<file path="config.mk">
export PLATFORM = sky130hd
export DESIGN_NAME = serial_adder_ctrl
export DESIGN_NICKNAME = d
export VERILOG_FILES = /design/src/rtl/serial_adder_pkg.sv /design/src/rtl/fa_cell.sv /design/src/rtl/half_adder_st.sv /design/src/rtl/serial_adder_ctrl.sv
export SDC_FILE = /design/constraint.sdc
export NUM_CORES = 1
export LEC_CHECK = 0
export ABC_AREA = 1
export CORE_AREA = 10 10 57 93
export CTS_BUF_LIST = sky130_fd_sc_hd__clkbuf_8
export CTS_CLUSTER_DIAMETER = 60
export DETAILED_ROUTE_END_ITERATION = 6
export DIE_AREA = 0 0 67 103
export PLACE_DENSITY_LB_ADDON = 0.3
export SYNTH_ARGS = -nofsm -noshare
export SYNTH_HDL_FRONTEND = slang
export SYNTH_HIERARCHICAL = 1
export SYNTH_SLANG_ARGS = --single-unit
</file>
<file path="constraint.sdc">
create_clock -name clk -period 1.68 [get_ports clk]
set_input_delay 0.252 -clock clk [delete_from_list [all_inputs] [get_ports clk]]
set_output_delay 0.252 -clock clk [all_outputs]
set_load 0.005 [all_outputs]
</file>
<file path="src/rtl/serial_adder_pkg.sv">
// Shared types and defaults for the bit-serial adder controller.
package serial_adder_pkg;

  typedef enum logic [1:0] {
    IDLE  = 2'd0,
    SHIFT = 2'd1,
    DONE  = 2'd2
  } sa_state_t;

  localparam int SA_DEFAULT_WIDTH = 8;

endpackage

</file>
<file path="src/rtl/fa_cell.sv">
// Combinational 1-bit full adder built from two half adders and an OR for the carry.
module fa_cell (
  input  logic a,
  input  logic b,
  input  logic cin,
  output logic s,
  output logic c
);

  logic s1;
  logic c1;
  logic c2;

  half_adder_st u_ha0 (
    .a (a),
    .b (b),
    .s (s1),
    .c (c1)
  );

  half_adder_st u_ha1 (
    .a (s1),
    .b (cin),
    .s (s),
    .c (c2)
  );

  assign c = c1 | c2;

endmodule

</file>
<file path="src/rtl/half_adder_st.sv">
// Single-bit half adder: s = a ^ b, c = a & b.
module half_adder_st (
  input  logic a,
  input  logic b,
  output logic s,
  output logic c
);

  assign s = a ^ b;
  assign c = a & b;

endmodule

</file>
<file path="src/rtl/serial_adder_ctrl.sv">
// Bit-serial adder controller: one fa_cell reused LSB-first across WIDTH bits.
// Define SERIAL_ADDER_SUB_EN to add the op_sub port (a - b via ~b and carry-in 1).
module serial_adder_ctrl
  import serial_adder_pkg::*;
#(
  parameter int WIDTH = SA_DEFAULT_WIDTH,
  parameter int CNT_W = $clog2(WIDTH)
) (
  input  logic             clk,
  input  logic             rst_n,
  input  logic             in_valid,
  output logic             in_ready,
  input  logic [WIDTH-1:0] a,
  input  logic [WIDTH-1:0] b,
  input  logic             cin,
`ifdef SERIAL_ADDER_SUB_EN
  input  logic             op_sub,
`endif
  output logic             out_valid,
  input  logic             out_ready,
  output logic [WIDTH-1:0] sum,
  output logic             cout,
  output logic             busy
);

  localparam logic [CNT_W-1:0] LAST_CNT = CNT_W'(WIDTH - 1);

  sa_state_t        state_q, state_d;
  logic [WIDTH-1:0] a_sh_q, a_sh_d;
  logic [WIDTH-1:0] b_sh_q, b_sh_d;
  logic [WIDTH-1:0] sum_sh_q, sum_sh_d;
  logic             carry_q, carry_d;
  logic [CNT_W-1:0] cnt_q, cnt_d;
  logic [WIDTH-1:0] sum_res_q, sum_res_d;
  logic             cout_res_q, cout_res_d;

  logic fa_s;
  logic fa_c;

  fa_cell u_fa (
    .a   (a_sh_q[0]),
    .b   (b_sh_q[0]),
    .cin (carry_q),
    .s   (fa_s),
    .c   (fa_c)
  );

  always_ff @(posedge clk or negedge rst_n) begin
    if (!rst_n) begin
      state_q    <= IDLE;
      a_sh_q     <= '0;
      b_sh_q     <= '0;
      sum_sh_q   <= '0;
      carry_q    <= 1'b0;
      cnt_q      <= '0;
      sum_res_q  <= '0;
      cout_res_q <= 1'b0;
    end else begin
      state_q    <= state_d;
      a_sh_q     <= a_sh_d;
      b_sh_q     <= b_sh_d;
      sum_sh_q   <= sum_sh_d;
      carry_q    <= carry_d;
      cnt_q      <= cnt_d;
      sum_res_q  <= sum_res_d;
      cout_res_q <= cout_res_d;
    end
  end

  always_comb begin
    state_d = state_q;
    case (state_q)
      IDLE:    if (in_valid) state_d = SHIFT;
      SHIFT:   if (cnt_q == LAST_CNT) state_d = DONE;
      DONE:    if (out_ready) state_d = IDLE;
      default: state_d = IDLE;
    endcase
  end

  // Datapath updates; the result copy keeps sum/cout stable once a new operand load clears sum_sh.
  always_comb begin
    a_sh_d     = a_sh_q;
    b_sh_d     = b_sh_q;
    sum_sh_d   = sum_sh_q;
    carry_d    = carry_q;
    cnt_d      = cnt_q;
    sum_res_d  = sum_res_q;
    cout_res_d = cout_res_q;
    case (state_q)
      IDLE: begin
        if (in_valid) begin
          a_sh_d   = a;
          b_sh_d   = b;
          carry_d  = cin;
`ifdef SERIAL_ADDER_SUB_EN
          if (op_sub) begin
            b_sh_d  = ~b;
            carry_d = 1'b1;
          end
`endif
          cnt_d    = '0;
          sum_sh_d = '0;
        end
      end
      SHIFT: begin
        sum_sh_d = {fa_s, sum_sh_q[WIDTH-1:1]};
        a_sh_d   = a_sh_q >> 1;
        b_sh_d   = b_sh_q >> 1;
        carry_d  = fa_c;
        cnt_d    = cnt_q + CNT_W'(1);
      end
      DONE: begin
        if (out_ready) begin
          sum_res_d  = sum_sh_q;
          cout_res_d = carry_q;
        end
      end
      default: ;
    endcase
  end

  always_comb begin
    in_ready  = (state_q == IDLE);
    out_valid = (state_q == DONE);
    busy      = (state_q == SHIFT) || (state_q == DONE);
    sum       = (state_q == DONE) ? sum_sh_q : sum_res_q;
    cout      = (state_q == DONE) ? carry_q  : cout_res_q;
  end

endmodule
</file>
After elaboration in Yosys (flattened, before gate mapping)
Cells that the tools add are included.

Add/subtract/negate cells: 1. Equal/unequal tests: 6. Mux-type cells: 16. Bitwise operators: 5. Reductions and logical operators: 6.

Operator list (number): case mux 8 bit (2 select lines) (3); 2-to-1 mux 8 bit (4); 2-to-1 mux 2 bit (3); case mux 2 bit (3 select lines) (1); case mux 3 bit (2 select lines) (1); inequality test 2 bit (second input constant) (2); AND reduction 2 bit (2); adder 3 x 1 -> 3 bit (second input constant) (1); equality test 3 bit (second input constant) (1); 2-to-1 mux 3 bit (1); AND reduction 3 bit (1); bitwise AND 1 bit (2); equality test 2 x 1 -> 1 bit (second input constant) (1); equality test 2 bit (second input constant) (1); zero test 2 bit (1); 2-to-1 mux 1 bit (2); inequality test 2 x 1 -> 1 bit (second input constant) (1); case mux 1 bit (2 select lines) (1); nonzero test 2 bit (1); XOR 1 bit (2); logical OR 1 bit (1); bitwise OR 1 bit (1).

Bits in registers: 39. Input bits: 21. Output and inout bits: 12. Word-level logic and storage cells: 42.

Logic depth before layout (Yosys ltp)
Depth after elaboration: 4. Mapped depth: 9. Mapped depth without buffers: 8.

Cells and area by module
Netlist, hierarchy kept.

Modules (own cells, without submodules): serial_adder_ctrl (instances 1, cells each 256, area an instance 1969.4 µm², seq. area each 975.9 µm²); half_adder_st (instances 2, cells each 1, area an instance 12.5 µm², seq. area each 0.0 µm²); fa_cell (instances 1, cells each 3, area an instance 11.3 µm², seq. area each 0.0 µm²).

Worst setup path after synthesis
No wires, ideal clock.

Kind: register -> output. Start point: register state_q[0]. End point: output sum[6]. Arrival time: 1.198 ns. Required time: 1.428 ns. Path slack: 0.230 ns. Cell stages (with the launch flop): 7. Buffers on the path: 2. Path through: dfrtp_1 > inv_1 > ha_1 > buf_2 > buf_4 > nor2_1 > a21oi_1.

Longest elaborated chain between the ends: 2.

Ends and longest elaborated chain: from (decl) (line serial_adder_ctrl.sv:28) `sa_state_t state_q, state_d;`; from (signal assigned) (line serial_adder_ctrl.sv:59) `state_q <= state_d;`; equality test 2 bit; named net out_valid (line serial_adder_ctrl.sv:19) `output logic out_valid,`; 2-to-1 mux 8 bit (line serial_adder_ctrl.sv:126) `sum = (state_q == DONE) ? sum_sh_q : sum_res_q;`; to (decl) (line serial_adder_ctrl.sv:21) `output logic [WIDTH-1:0] sum,`.

The timed path passes the listed nets, and every way through them passes these cells.

Worst setup path after layout
Start point: register state_q[1]. End point: output busy.

Longest elaborated chain between the ends: 2. Elaborated cells on any way between the ends: 3. Classes of those cells: 2 x eq/ne; 1 x reduce/logical.

Ends and longest elaborated chain: equality test 2 x 1 -> 1 bit / equality test 2 bit (equally long branches) (line serial_adder_ctrl.sv:125) `busy = (state_q == SHIFT) || (state_q == DONE);`; logical OR 1 bit * (line serial_adder_ctrl.sv:125); to (decl) (line serial_adder_ctrl.sv:23) `output logic busy`.

Mark *: on every way between the ends. The rest lies on a longest branch, timed or not.

==> parameters.txt <==
Parameter                              Value

Logic synthesis
  Flops & latches, synth    39
  Cell taking the most area after synthesis    sky130_fd_sc_hd__dfrtp_1
  Sequential element share of the synthesized area    0.487
  YS warnings    6
  Largest cells by area after synthesis    sky130_fd_sc_hd__dfrtp_1 49%, sky130_fd_sc_hd__nand2_1 22%, sky130_fd_sc_hd__nand3_1 7.7%
  Synthesized Nets    290
  Netlist Area Pre-Place    approximately 0.0020 mm2
  Commonest register cell after synthesis    sky130_fd_sc_hd__dfrtp_1
  Fraction of registers with async set or reset after synthesis    1.00
  Area share of the leading cell type in the synthesized netlist    0.487
  Number of distinct library cells after synthesis    15
  Commonest cells in the netlist    116 x sky130_fd_sc_hd__nand2_1, 39 x sky130_fd_sc_hd__dfrtp_1, 31 x sky130_fd_sc_hd__nand3_1, 19 x sky130_fd_sc_hd__inv_1
  Cells after synthesis    261
  Number of enable flip-flop cells after synthesis    0
  Post-synthesis average cell area    a little under 8 um2
  Most frequently used cell type in the post-synthesis netlist    sky130_fd_sc_hd__nand2_1

Power and ir drop
  Sequential fraction of design power    0.344
  Internal    2610 uW
  Power density over the cells    between 1500 and 2000 mW/mm2
  Switching component of the power    1600 uW
  Peak ir drop on the vdd network    1.09 mV
  Proportion of power drawn by the clock network    0.219
  Logic gate share of total power    0.437
  Post-route total power    4220 uW
  Switching fraction of total power    0.380
  Leakage power figure    0.00135 uW

Global routing
  Wire length of the first global-routing pass    roughly 7400 um
  Via count of the first global-routing pass    1,722
  Total global routing track utilization    0.135
  Pin count of the biggest net entering global routing    40
  Remaining global-route overflow    0
  Antenna violations before repair    0

Critical path
  Critical path's slowest cell    sky130_fd_sc_hd__dfrtp_1
  CP Class    flop to primary output
  Crit path capture type    primary output
  Data arrival at the endpoint of the critical path    about 1.4 ns
  Nature of the critical path startpoint    flop
  Data required time at the worst endpoint    1.43 ns
  Number of buffers and inverters on the critical path    3
  Cell chain of the critical path    buf_4 -> inv_4 -> ha_4 -> dlygate4sd2_1
  Slowest stage delay, CP    0.42 ns
  Kind of cell with the highest combined delay on the critical path    buffers and inverters
  Worst-path maximum fanout    3

Final layout
  Area of the multi-input gates    890 um2
  Diodes inserted    0
  Layout cell share with drive strength beyond 1    0.134
  Number of inserted filler cells in the final layout    344
  Reg area    976 um2
  Area overhead of the layout relative to synthesis    26.6%
  Final core utilization    0.670
  Net total in the final layout    327

Drt
  Average via count per standard cell    5.05
  Via Count    1,754
  Antenna-violating nets left    0
  Final routed DRC violation total    0
  Wirelength, routed    4250 um
  Detail-routed net length per standard cell    12.2 um
  First-pass iteration count of the detailed router    4
  Detailed router's first-iteration violation count    a little under 60

CTS
  Clk Latency, worst-skew pair    0.29 ns
  Post-CTS clock slew at the launch and capture registers of the worst setup and hold paths    0.08 ns
  Number of levels in the clock H-tree    2
  Number of CTS-inserted buffers    5
  Cell at the root of the clock tree    sky130_fd_sc_hd__clkbuf_8
  Setup Buffers After CTS    0
  Clk sinks    39
  Clock Tree Buf Depth    2
  CTS tree    built

Placement
  PortBufs    32
  Placed wire-length estimate    2970 um
  Place WS    -0.0513 ns
  Gpl congestion    roughly 0.74

Timing
  RSZ-0062 raised after global routing    false
  Worst Max-Slew Pin Slew    0.269 ns
  Final worst setup slack    0.0587 ns
  Setup violations, final    0
  Share of the cycle needed by the critical path after routing    0.965
  F_max    617 MHz
  Final Hold Vio Count    0
  Final min period    roughly 1.6 ns
  Total count of max-transition violations in the final report    0
  Worst hold margin    0.448 ns
  Worst-case headroom to the max-slew limit    0.820
  Post-route clock skew    ~0.0096 ns

Floorplan
  Vertical die dimension    slightly above 100 um
  Placement Rows    30
  Placeable Area    0.00379 mm2
  Floorplan die area    0.00690 mm2
  Boundary Pins    33
  Initial core utilization    0.529
  DIE WIDTH    67 um

Outcome
  Result of the run    completed

Hold path
  Hold/Removal Path Class    input port to async pin

Flow run
  Count of maximum capacitance violations    0
-- metal layers --
layer / part of all wire / track usage / wire length (um) / up-vias
met5: 0 / 0 / 0 / -
met4: 0.019 / 0.0556 / 80 / 0
met3: 0.045 / 0.0424 / 190 / 8
met2: 0.54 / 0.243 / 2290 / 32
met1: 0.40 / 0.138 / 1690 / 830
li1: - / - / - / 884
-- cell families (layout without fill, tap and decap cells) --
logic type	Yosys count	in the layout	share of synthesized area
simple gates	162	162	0.330
flops	39	39	0.487
buf+inv	34	72	0.0886
compound gates	18	18	0.0449
fa+ha+maj	8	8	0.0499
-- worst register-to-register path, stage by stage (launching register included) --
cell and delay [ns]:
sky130_fd_sc_hd__dfrtp_1 0.42, sky130_fd_sc_hd__buf_4 0.16, sky130_fd_sc_hd__inv_4 0.06, sky130_fd_sc_hd__ha_4 0.14
sky130_fd_sc_hd__nand2_2 0.09, sky130_fd_sc_hd__nand2_4 0.18, sky130_fd_sc_hd__buf_4 0.23, sky130_fd_sc_hd__nand3_1 0.10
sky130_fd_sc_hd__nand2_1 0.08
-- timing repair --
action | CTS | global route
endpoints found under the hold margin | 39 | 0
pin swaps | 0 | 1
hold buffers | 1 | 0
gates cloned | 0 | 1
endpoints found under the setup margin | 13 | 28
resized for setup | 43 | 7
-- metrics by stage --
step / TNS [ns] / std cells / area [um2]
floorplan: 0 / 261 / 2010
global placement: -0.0249 / 337 / 2390
detailed placement: -0.367 / 337 / 2390
CTS: 0 / 346 / 2520
global route: 0 / 347 / 2540
finish: 0 / 347 / 2540
-- state kept, by name, summed over array words and instances (netlist names) --
signal / flops
state_q: 2
carry_q: 1
cnt_q: 3
b_sh_q: 8
sum_res_q: 8
cout_res_q: 1
sum_sh_q: 8
a_sh_q: 8
-- cells in the final DEF (no fill, tap or decap) --
| cell type | n |
|---|---|
| sky130_fd_sc_hd__buf_4 | 7 |
| sky130_fd_sc_hd__clkdlybuf4s50_1 | 19 |
| sky130_fd_sc_hd__clkbuf_8 | 5 |
| sky130_fd_sc_hd__ha_1 | 5 |
| sky130_fd_sc_hd__ha_2 | 1 |
| sky130_fd_sc_hd__nand2_1 | 116 |
| sky130_fd_sc_hd__bufinv_16 | 2 |
| sky130_fd_sc_hd__dlygate4sd2_1 | 3 |
| sky130_fd_sc_hd__nor2_1 | 9 |
| sky130_fd_sc_hd__buf_2 | 9 |
| sky130_fd_sc_hd__inv_2 | 2 |
| sky130_fd_sc_hd__nand2_4 | 2 |
| sky130_fd_sc_hd__buf_12 | 3 |
| sky130_fd_sc_hd__nand4_1 | 2 |
| sky130_fd_sc_hd__inv_1 | 16 |
| sky130_fd_sc_hd__clkinvlp_4 | 3 |
| sky130_fd_sc_hd__a21oi_1 | 9 |
| sky130_fd_sc_hd__ha_4 | 2 |
| sky130_fd_sc_hd__inv_4 | 1 |
| sky130_fd_sc_hd__dlygate4sd3_1 | 1 |
| sky130_fd_sc_hd__nand2_2 | 2 |
| sky130_fd_sc_hd__o21ai_0 | 9 |
| sky130_fd_sc_hd__nand3_1 | 31 |
| sky130_fd_sc_hd__clkbuf_2 | 1 |
| sky130_fd_sc_hd__dfrtp_1 | 39 |
-- power groups by stage --
stage | combinational, uW | clock (uW) | sequential, uW
6_report | 1840 | 925 | 1450
5_1_grt | 2140 | 984 | 1490
4_1_cts | 1830 | 942 | 1450
3_5_place_dp | 1890 | 0 | 1450
3_3_place_gp | 1840 | 0 | 1440
2_1_floorplan | 1270 | 0 | 1420
-- cell type report --
type,count,share of cell area
clock buffer,5,0.0271
multi-input combinational,188,0.350
timing repair buffer,43,0.153
timing repair inverter,1,0.00296
inverter,20,0.0320
sequential,39,0.384
tap,48,0.0236
clock inverter,3,0.0266
-- worst paths after layout --
kind                           endpoint  cells after the start  slack, ns    startpoint
setup / recovery                   busy                      4       0.06    state_q[1]
hold / removal               state_q[1]                      3       0.45         rst_n
setup reg to reg              a_sh_q[2]                      8       0.16    state_q[1]
hold reg to reg            sum_res_q[5]                      2       0.49  sum_res_q[5]
max in group asynchronous     a_sh_q[0]                      3       1.03         rst_n
min in group clk           sum_res_q[5]                      2       0.49  sum_res_q[5]
(Power assumes the default switching activity.)
